### src/rtl/exe_unit_w2_pkg.sv
// Shared types for exe_unit_w2: opcode set, status bit positions, FSM states.
package exe_unit_w2_pkg;

    localparam int unsigned OP_W = 3;
    localparam int unsigned ST_W = 4;

    // Status word bit positions
    localparam int unsigned ST_ZERO = 0;
    localparam int unsigned ST_NEG  = 1;
    localparam int unsigned ST_OVF  = 2;
    localparam int unsigned ST_ERR  = 3;

    typedef enum logic [OP_W-1:0] {
        OP_ADD = 3'b000,
        OP_SUB = 3'b001,
        OP_AND = 3'b010,
        OP_OR  = 3'b011,
        OP_XOR = 3'b100,
        OP_SHL = 3'b101,
        OP_SRA = 3'b110,
        OP_MUL = 3'b111
    } op_e;

    typedef enum logic {
        IDLE     = 1'b0,
        MUL_BUSY = 1'b1
    } state_e;

endpackage

### src/rtl/exe_mul_seq.sv
// Iterative signed shift-add multiplier: one partial product per cycle,
// the first one taken on the start edge, o_done pulses m cycles after start.
// The sign bit of the multiplier carries negative weight, so the last step subtracts.
module exe_mul_seq
    import exe_unit_w2_pkg::*;
#(
    parameter int unsigned m = 8
) (
    input  logic           i_clk,
    input  logic           i_rst,
    input  logic           i_start,
    input  logic [m-1:0]   i_a,
    input  logic [m-1:0]   i_b,
    output logic           o_done,
    output logic [2*m-1:0] o_prod
);

    localparam int unsigned PW = 2 * m;
    localparam int unsigned CW = $clog2(m);

    logic          busy_q,   busy_d;
    logic          done_q,   done_d;
    logic [CW-1:0] cnt_q,    cnt_d;
    logic [PW-1:0] acc_q,    acc_d;
    logic [PW-1:0] mcand_q,  mcand_d;
    logic [m-1:0]  mplier_q, mplier_d;

    logic [PW-1:0] cur_mcand_c;
    logic [PW-1:0] partial_c;
    logic [m-1:0]  cur_mplier_c;
    logic          last_c;

    // One multiply step per cycle; operands come straight from the inputs on start
    always_comb begin
        busy_d       = busy_q;
        done_d       = 1'b0;
        cnt_d        = cnt_q;
        acc_d        = acc_q;
        mcand_d      = mcand_q;
        mplier_d     = mplier_q;
        cur_mcand_c  = i_start ? {{m{i_a[m-1]}}, i_a} : mcand_q;
        cur_mplier_c = i_start ? i_b : mplier_q;
        last_c       = i_start ? 1'b0 : (cnt_q == CW'(m - 1));
        partial_c    = '0;
        if (cur_mplier_c[0]) begin
            partial_c = last_c ? (~cur_mcand_c + PW'(1)) : cur_mcand_c;
        end
        if (i_start || busy_q) begin
            acc_d    = (i_start ? '0 : acc_q) + partial_c;
            mcand_d  = cur_mcand_c << 1;
            mplier_d = cur_mplier_c >> 1;
            cnt_d    = i_start ? CW'(1) : cnt_q + CW'(1);
            busy_d   = !last_c;
            done_d   = last_c;
        end
    end

    // Step state registers
    always_ff @(posedge i_clk) begin
        if (i_rst) begin
            busy_q   <= 1'b0;
            done_q   <= 1'b0;
            cnt_q    <= '0;
            acc_q    <= '0;
            mcand_q  <= '0;
            mplier_q <= '0;
        end else begin
            busy_q   <= busy_d;
            done_q   <= done_d;
            cnt_q    <= cnt_d;
            acc_q    <= acc_d;
            mcand_q  <= mcand_d;
            mplier_q <= mplier_d;
        end
    end

    assign o_done = done_q;
    assign o_prod = acc_q;

endmodule

### src/rtl/exe_unit_w2.sv
// Registered signed ALU with valid/ready intake and a multi-cycle multiplier.
// Optional build macro: EXE_UNIT_W2_SAT_EN (saturate ADD/SUB/MUL on overflow).
module exe_unit_w2
    import exe_unit_w2_pkg::*;
#(
    parameter int unsigned m = 8,
    parameter int unsigned n = 3
) (
    input  logic            i_clk,
    input  logic            i_rst,
    input  logic            i_valid,
    output logic            o_ready,
    input  logic [n-1:0]    i_oper,
    input  logic [m-1:0]    i_argA,
    input  logic [m-1:0]    i_argB,
    output logic            o_valid,
    output logic [m-1:0]    o_result,
    output logic [ST_W-1:0] o_status
);

    localparam int unsigned PW = 2 * m;

    state_e          state_q,  state_d;
    logic            ready_q,  ready_d;
    logic            valid_q,  valid_d;
    logic [m-1:0]    result_q, result_d;
    logic [ST_W-1:0] status_q, status_d;

    op_e           op_c;
    logic          illegal_c;
    logic          mul_start_c;
    logic          mul_done;
    logic [PW-1:0] mul_prod;

    logic [m:0]           sum_c, diff_c;
    logic signed [m-1:0]  sra_c;
    logic [m-1:0]         alu_res_c;
    logic                 alu_ovf_c, alu_err_c;
    logic [m-1:0]         mul_res_c;
    logic                 mul_ovf_c;

`ifdef EXE_UNIT_W2_SAT_EN
    function automatic logic [m-1:0] sat_val(input logic neg);
        sat_val = neg ? {1'b1, {(m-1){1'b0}}} : {1'b0, {(m-1){1'b1}}};
    endfunction
`endif

    function automatic logic [ST_W-1:0] mk_status(input logic [m-1:0] res,
                                                  input logic ovf, input logic err);
        mk_status          = '0;
        mk_status[ST_ZERO] = (res == '0);
        mk_status[ST_NEG]  = res[m-1];
        mk_status[ST_OVF]  = ovf;
        mk_status[ST_ERR]  = err;
    endfunction

    assign op_c = op_e'(i_oper[OP_W-1:0]);

    // Codes beyond the 3-bit opcode space only exist when n is wider
    generate
        if (n > OP_W) begin : g_wide_op
            assign illegal_c = |i_oper[n-1:OP_W];
        end else begin : g_narrow_op
            assign illegal_c = 1'b0;
        end
    endgenerate

    exe_mul_seq #(.m(m)) u_mul (
        .i_clk   (i_clk),
        .i_rst   (i_rst),
        .i_start (mul_start_c),
        .i_a     (i_argA),
        .i_b     (i_argB),
        .o_done  (mul_done),
        .o_prod  (mul_prod)
    );

    // Single-cycle datapath; overflow judged on an m+1 bit sign-extended result
    always_comb begin
        alu_res_c = '0;
        alu_ovf_c = 1'b0;
        alu_err_c = 1'b0;
        sum_c     = {i_argA[m-1], i_argA} + {i_argB[m-1], i_argB};
        diff_c    = {i_argA[m-1], i_argA} - {i_argB[m-1], i_argB};
        sra_c     = $signed(i_argA) >>> i_argB;
        case (op_c)
            OP_ADD: begin
                alu_res_c = sum_c[m-1:0];
                alu_ovf_c = sum_c[m] ^ sum_c[m-1];
`ifdef EXE_UNIT_W2_SAT_EN
                if (alu_ovf_c) alu_res_c = sat_val(sum_c[m]);
`endif
            end
            OP_SUB: begin
                alu_res_c = diff_c[m-1:0];
                alu_ovf_c = diff_c[m] ^ diff_c[m-1];
`ifdef EXE_UNIT_W2_SAT_EN
                if (alu_ovf_c) alu_res_c = sat_val(diff_c[m]);
`endif
            end
            OP_AND: alu_res_c = i_argA & i_argB;
            OP_OR:  alu_res_c = i_argA | i_argB;
            OP_XOR: alu_res_c = i_argA ^ i_argB;
            OP_SHL: begin
                alu_err_c = (i_argB >= m'(m));
                alu_res_c = alu_err_c ? '0 : (i_argA << i_argB);
            end
            OP_SRA: begin
                alu_err_c = (i_argB >= m'(m));
                alu_res_c = alu_err_c ? {m{i_argA[m-1]}} : sra_c;
            end
            OP_MUL: alu_res_c = '0;
        endcase
        if (illegal_c) begin
            alu_res_c = '0;
            alu_ovf_c = 1'b0;
            alu_err_c = 1'b1;
        end
    end

    // Product fits in m bits only if its top m+1 bits are all equal
    always_comb begin
        mul_ovf_c = !((&mul_prod[PW-1:m-1]) || !(|mul_prod[PW-1:m-1]));
        mul_res_c = mul_prod[m-1:0];
`ifdef EXE_UNIT_W2_SAT_EN
        if (mul_ovf_c) mul_res_c = sat_val(mul_prod[PW-1]);
`endif
    end

    // Next-state and output decode
    always_comb begin
        state_d     = state_q;
        ready_d     = ready_q;
        valid_d     = 1'b0;
        result_d    = result_q;
        status_d    = status_q;
        mul_start_c = 1'b0;
        case (state_q)
            IDLE: begin
                if (i_valid && ready_q) begin
                    if (op_c == OP_MUL && !illegal_c) begin
                        mul_start_c = 1'b1;
                        state_d     = MUL_BUSY;
                        ready_d     = 1'b0;
                    end else begin
                        valid_d  = 1'b1;
                        result_d = alu_res_c;
                        status_d = mk_status(alu_res_c, alu_ovf_c, alu_err_c);
                    end
                end
            end
            MUL_BUSY: begin
                if (mul_done) begin
                    state_d  = IDLE;
                    ready_d  = 1'b1;
                    valid_d  = 1'b1;
                    result_d = mul_res_c;
                    status_d = mk_status(mul_res_c, mul_ovf_c, 1'b0);
                end
            end
            default: begin
                state_d = IDLE;
                ready_d = 1'b1;
            end
        endcase
    end

    // State and output registers
    always_ff @(posedge i_clk) begin
        if (i_rst) begin
            state_q  <= IDLE;
            ready_q  <= 1'b1;
            valid_q  <= 1'b0;
            result_q <= '0;
            status_q <= '0;
        end else begin
            state_q  <= state_d;
            ready_q  <= ready_d;
            valid_q  <= valid_d;
            result_q <= result_d;
            status_q <= status_d;
        end
    end

    assign o_ready  = ready_q;
    assign o_valid  = valid_q;
    assign o_result = result_q;
    assign o_status = status_q;

endmodule

### config.mk
export PLATFORM = sky130hd
export DESIGN_NAME = exe_unit_w2
export DESIGN_NICKNAME = d
export VERILOG_FILES = /design/src/rtl/exe_unit_w2_pkg.sv /design/src/rtl/exe_mul_seq.sv /design/src/rtl/exe_unit_w2.sv
export SDC_FILE = /design/constraint.sdc
export NUM_CORES = 1
export LEC_CHECK = 0
export ABC_AREA = 1
export CAP_MARGIN = 0
export CORE_UTILIZATION = 55
export DETAILED_ROUTE_END_ITERATION = 8
export PLACE_DENSITY_LB_ADDON = 0.15
export SYNTH_ARGS = -nofsm -noshare
export SYNTH_HDL_FRONTEND = slang
export SYNTH_SLANG_ARGS = --single-unit
### constraint.sdc
create_clock -name i_clk -period 3.5 [get_ports i_clk]
set_input_delay 0.7 -clock i_clk [delete_from_list [all_inputs] [get_ports i_clk]]
set_output_delay 0.7 -clock i_clk [all_outputs]
set_load 0.1 [all_outputs]
Word-level counts from Yosys, hierarchy flattened --
Index checks and enable logic that the tools add are counted. W data, S select, Z words.
Word-level totals: logic and storage cells 87, RAM bits 0, input port bits 22, output and inout port bits 14, latch bits 0, bits in registers 58, memories kept 0, ROM bits 0
Operators by class: add/sub/neg operators 5, divide/modulo/power cells 0, order comparisons 1, shift-type cells 2, mux-type cells 33, bitwise operators 8, reductions and logical operators 15, equal/unequal tests 12, $mul 0
Operators by type and width (count):
- $mux W16 | 4
- $pmux W8 S8 | 1
- $mux W8 | 6
- $add A16 B1 Y16 const B | 1
- $add A16 B16 Y16 | 1
- $logic_not A8 Y1 | 2
- $not A16 Y16 | 1
- $pmux W8 S2 | 1
- $eq A3 B3 Y1 const B | 5
- $mux W1 | 12
- $mux W4 | 3
- $add A8 B8 Y9 | 1
- $reduce_and A9 Y1 | 1
- $reduce_or A9 Y1 | 1
- $sub A8 B8 Y9 | 1
- $and A8 B8 Y8 | 1
- $ge A8 B4 Y1 const B | 1
- $or A8 B8 Y8 | 1
- $pmux W1 S2 | 4
- $pmux W4 S2 | 1
- $shl A8 B8 Y8 | 1
- $sshr A8 B8 Y8 | 1
- $xor A8 B8 Y8 | 1
- $eq A3 B2 Y1 const B | 2
- 13 further kinds | 22

Longest topological paths before layout --
word-level depth 10, gate-level depth with buffers 27, gate-level depth less buffers 26

By module --
A second synthesis with hierarchy kept.
Second synthesis, totals: cells, all modules 886, area total of the unflattened synthesis 5382.7 µm²
By module, submodules not included:
- exe_mul_seq | area an instance 2882.8 µm², times used 1, cells an instance 457
- exe_unit_w2 | area an instance 2499.9 µm², times used 1, cells an instance 429

Least setup slack after synthesis --
No wires, ideal clock.
path type reg2reg, start point reg ready_q, in the netlist o_ready, end point reg u_mul.acc_q[10], in the netlist u_mul.o_prod[10], library setup time 0.058 ns, stages on the path, launching flop included 22, data arrival time 4.012 ns, slack -0.570 ns, clock period less this slack 4.070 ns, path through dfxtp_1 > nand3_4 > nor2_4 > buf_6 > buf_2 > nand2_1 > o21ai_1 > o21ai_0 > a21oi_1 > inv_1 > fa_1 > nand3b_1 > nand2_1 > a21oi_1 > o21ai_0 > nand2_1 > nand2_1 > a21oi_1 > or2_2 > nand3_1 > o211ai_1 > inv_1
Between the ends: cells in the longest elaborated chain, start to end 9, elaborated cells between the ends (all ways) 13, those cells by class 2 x add/sub; 8 x mux; 1 x bitwise; 2 x reduce/logical
Ends and longest elaborated chain:
- start, declared | line exe_unit_w2.sv:24 | logic ready_q, ready_d;
- start signal, assigned | line exe_unit_w2.sv:178 | ready_q <= ready_d;
- $logic_and A1 B1 Y1 (*) | line exe_unit_w2.sv:140 | if (i_valid && ready_q) begin
- $mux W1 (*) | line exe_unit_w2.sv:140
- $mux W1 (*) | line exe_unit_w2.sv:138 | case (state_q)
- $mux W16 | line exe_mul_seq.sv:41 | cur_mcand_c = i_start ? {{m{i_a[m-1]}}, i_a} : mcand_q;
- $not A16 Y16 | line exe_mul_seq.sv:46 | partial_c = last_c ? (~cur_mcand_c + PW'(1)) : cur_mcand_c;
- $add A16 B1 Y16 | line exe_mul_seq.sv:46
- $mux W16 | line exe_mul_seq.sv:46
- $mux W16 | line exe_mul_seq.sv:45 | if (cur_mplier_c[0]) begin
- $add A16 B16 Y16 | line exe_mul_seq.sv:49 | acc_d = (i_start ? '0 : acc_q) + partial_c;
- end signal, assigned | line exe_mul_seq.sv:64 | acc_q <= '0;
- end signal, assigned | line exe_mul_seq.sv:71 | acc_q <= acc_d;
- end, declared | line exe_mul_seq.sv:24 | logic [PW-1:0] acc_q, acc_d;
Every way passes the cells marked *; elsewhere a longest branch is shown, timed or not. A chain may end at the register's enable or synchronous reset.

Worst setup path in the final report --
start point in i_oper[1], end point reg u_mul.acc_q[14], in the netlist u_mul.o_prod[14]
Between the ends: cells in the longest elaborated chain, start to end 10, elaborated cells between the ends (all ways) 14, those cells by class 2 x add/sub; 1 x eq/ne; 9 x mux; 1 x bitwise; 1 x reduce/logical
Ends and longest elaborated chain:
- start, declared | line exe_unit_w2.sv:13 | input logic [n-1:0] i_oper,
- $eq A3 B3 Y1 (*) | line exe_unit_w2.sv:141 | if (op_c == OP_MUL && !illegal_c) begin
- $mux W1 (*) | line exe_unit_w2.sv:141
- $mux W1 (*) | line exe_unit_w2.sv:140
- $mux W1 (*) | line exe_unit_w2.sv:138
- $mux W16 | line exe_mul_seq.sv:41
- $not A16 Y16 | line exe_mul_seq.sv:46
- $add A16 B1 Y16 | line exe_mul_seq.sv:46
- $mux W16 | line exe_mul_seq.sv:46
- $mux W16 | line exe_mul_seq.sv:45
- $add A16 B16 Y16 | line exe_mul_seq.sv:49
Marked as above.

==> flow_summary.json <==
{
  "finalMaxSlewViolations": 0,
  "post_drt_wl_per_cell_um": 16.2,
  "fin_util_pct": 75.1,
  "hold_violations": 0,
  "synth_largest_area_cell": "dfxtp_1",
  "portBuffers": 35,
  "dpl.hpwl_mm": 14.0,
  "rows": 35,
  "synth_top_area_share_pct": 21.4,
  "instances_no_fill": 1129,
  "crit_chain": "clkbuf_2 > nand3_4 > buf_12 > buf_4 > o21bai_1 > nand2_4 > buf_4 > nand2_1 > nor2_2 > nand3_1 > nand2_1 > nor2_1 > nor3_2 > ha_1 > nand2_1 > nor2_4 > nand4_1 > nand3_2 > a21oi_2 > o21bai_1 > a21oi_1 > o21ai_1 > o211ai_1 > inv_1",
  "drive_gt1_share_pct": 21.1,
  "crit_family": "simple AND/OR/NAND/NOR gates",
  "fill_cells": 749,
  "yosysUniqueCellTypes": 46,
  "synth_nets": 927,
  "synth_top_family_by_area": "simple AND/OR/NAND/NOR gates",
  "finalPower_mw": 2.13,
  "clock.fmax_mhz": 292,
  "async_flop_share_pct": 0,
  "cts_buffers": 9,
  "synth_xor_area_share_pct": 1.81,
  "root_buffer": "clkbuf_8",
  "synth-main-ff-cell": "dfxtp_1",
  "syn_inst": 860,
  "viasPerCell": 5.84,
  "synth_compound_area_share_pct": 20.5,
  "rrSetupSlack_ps": 160,
  "fin_hold_ws_ps": 473,
  "ioPinCount": 36,
  "synth-simple-area-share_pct": 34.9,
  "ir_drop_mv": 0.319,
  "synthMuxAreaShare_pct": 0,
  "p_per_area_nw_per_um2": 304,
  "grt_max_degree": 36,
  "syn_avg_cell_area_um2": 6.19,
  "crit_top_cell": "nand2_1",
  "final_common_cell": "nand2_1",
  "crit_buf_inv": 5,
  "overflow": 0,
  "synth-adder-area-share_pct": 11.0,
  "max_cap_violations": 0,
  "cts.sinks": 57,
  "die_h_um": 100,
  "clock_path_buffers": 2,
  "setup_ws_ps": 73.0,
  "diodes": 0,
  "cp.required_ps": 3790,
  "via_count": 6594,
  "gp_congestion": 1.05,
  "fin_crit_sh_pct": 97.9,
  "grt_pass1_vias": 6083,
  "ctsHtreeMaxLevel": 3,
  "die_w_um": 100,
  "core-area_um2": 9330,
  "netlist_area_um2": 5330,
  "finalSetupTns_ps": 0,
  "drtAntennaViolNets": 0,
  "insertion_delay_ps": 340,
  "grt.total_usage_pct": 36.4,
  "clk_pin_slew_ps": 80,
  "hp-class": "reg -> reg",
  "final_cell_mix": "174 x nand2_1, 114 x buf_4, 97 x inv_1, 89 x nand3_1, 76 x nor2_1",
  "final.setup_skew_ps": 9.17,
  "drt-pass1-iter-count": 5,
  "critPathArrivalTime_ps": 3720,
  "synth_warnings": 0,
  "relSlewSlack_pct": 23.5,
  "setup_viol": 0,
  "fin_nets": 1062,
  "synth_edf_count": 0,
  "place_inst": 1105,
  "worst-setup-path-type": "in -> reg",
  "cts_tree": "done",
  "drc_errors": 0,
  "cts_hold_buf": 0,
  "place_area_um2": 6560,
  "start_kind": "input pin",
  "multiInputGateArea_um2": 3810,
  "area_delta_synth_final_pct": 31.4,
  "design_area_um2": 7000,
  "leakage_nw": 3.38,
  "min_period_ps": 3430,
  "ys_seq_elements": 57,
  "initial_core_util_pct": 57.1,
  "cpMaxStageDelayCell": "ha_1",
  "grt_pass1_wl_mm": 28.7,
  "worstPathMaxFanout": 6,
  "routed_wl_mm": 18.3,
  "drt_iter0_drc": 561,
  "antenna_found_initial": 0,
  "die_area_um2": 10100,
  "layout.area.seq_um2": 1140,
  "worst_slew_pin_slew_ps": 1150,
  "synth-seq-area-share_pct": 21.4,
  "status": "finished, final reports clean",
  "worstSetupEndpointType": "register",
  "synthTopCellsByArea": "dfxtp_1 21%, nand2_1 13%, ha_1 9.9%",
  "critical-path-max-stage-delay_ps": 350,
  "dp_slack_ps": -659
}
[worst reg2reg max path, stage by stage, from the launching register on]
cell      delay (ps)
dfxtp_1          320
inv_2             70
nand3_4          100
nor2_4           230
inv_2             60
nor2_1           140
inv_2             80
ha_4             260
o21ai_0           80
a21oi_1          180
inv_1             90
fa_2             360
nand3b_1         180
nand2_2           90
buf_4            120
nand4_1          150
nand3_2          150
a21oi_2           70
o21bai_1         190
a21oi_1           90
o21ai_1           80
o211ai_1          90
inv_1             90
[where the power goes]
group / internal [mW] / leakage, nW / switching, mW
combinational: 0.253 / 2.82 / 0.450
sequential: 0.677 / 0.463 / 0.0196
clock: 0.421 / 0.105 / 0.310
[cell families (layout without fill, tap and decap cells)]
family / count (synthesis) / in the layout
buffers and inverters: 138 / 278
adders and majority gates: 45 / 45
xor gates and xnor gates: 11 / 11
AOI/OAI and AO/OA: 197 / 197
and+or+nand+nor: 412 / 412
DFF: 57 / 57
[final timing paths]
kind,from,to,depth (start not counted)
hold / removal,u_mul.mplier_q[6],u_mul.mplier_q[6],2
setup reg to reg,state_q,u_mul.o_prod[14],22
hold reg to reg,u_mul.mplier_q[6],u_mul.mplier_q[6],2
setup / recovery,i_oper[1],u_mul.o_prod[14],24
[synthesized netlist by cell type, drive strengths merged, types with 7 or more instances]
library cell / n
nor3: 16
nand4: 11
o21ai: 81
xnor2: 7
inv: 108
a31oi: 11
clkbuf: 18
dfxtp: 57
nand3: 96
nor2: 81
buf: 12
ha: 42
a21oi: 71
nand2: 196
o21bai: 7
o211ai: 8
[cell type report]
class / instances / area share (%)
timing repair buffer: 154 / 17.9
inverter: 108 / 5.79
clock buffer: 10 / 1.97
sequential: 57 / 16.3
tap: 129 / 2.30
multi-input combinational: 665 / 54.4
clock inverter: 6 / 1.30
[state kept, by name, indices dropped and copies added, names as in the netlist]
| register | cells |
|---|---|
| u_mul.o_prod | 16 |
| u_mul.mcand_q | 15 |
| o_result | 7 |
| u_mul.mplier_q | 7 |
| o_status | 4 |
| u_mul.cnt_q | 3 |
| o_ready | 1 |
| o_valid | 1 |
| state_q | 1 |
| u_mul.busy_q | 1 |
| u_mul.o_done | 1 |
[layer usage]
metal  vias up  wire length (µm)  global-route usage, %
li1       3149                 -                      -
met1      3019              7750                   48.5
met2       357              8140                   57.6
met3        69              1760                   7.45
met4         0               636                   14.7
met5         -                 0                      0
[repair_timing]
action,4_1_cts,5_1_grt
pin swaps,9,32
cloned,0,0
endpoints found under the setup margin,8,8
buffers inserted,4,5
resized for setup,21,46
(Power assumes the default switching activity.)
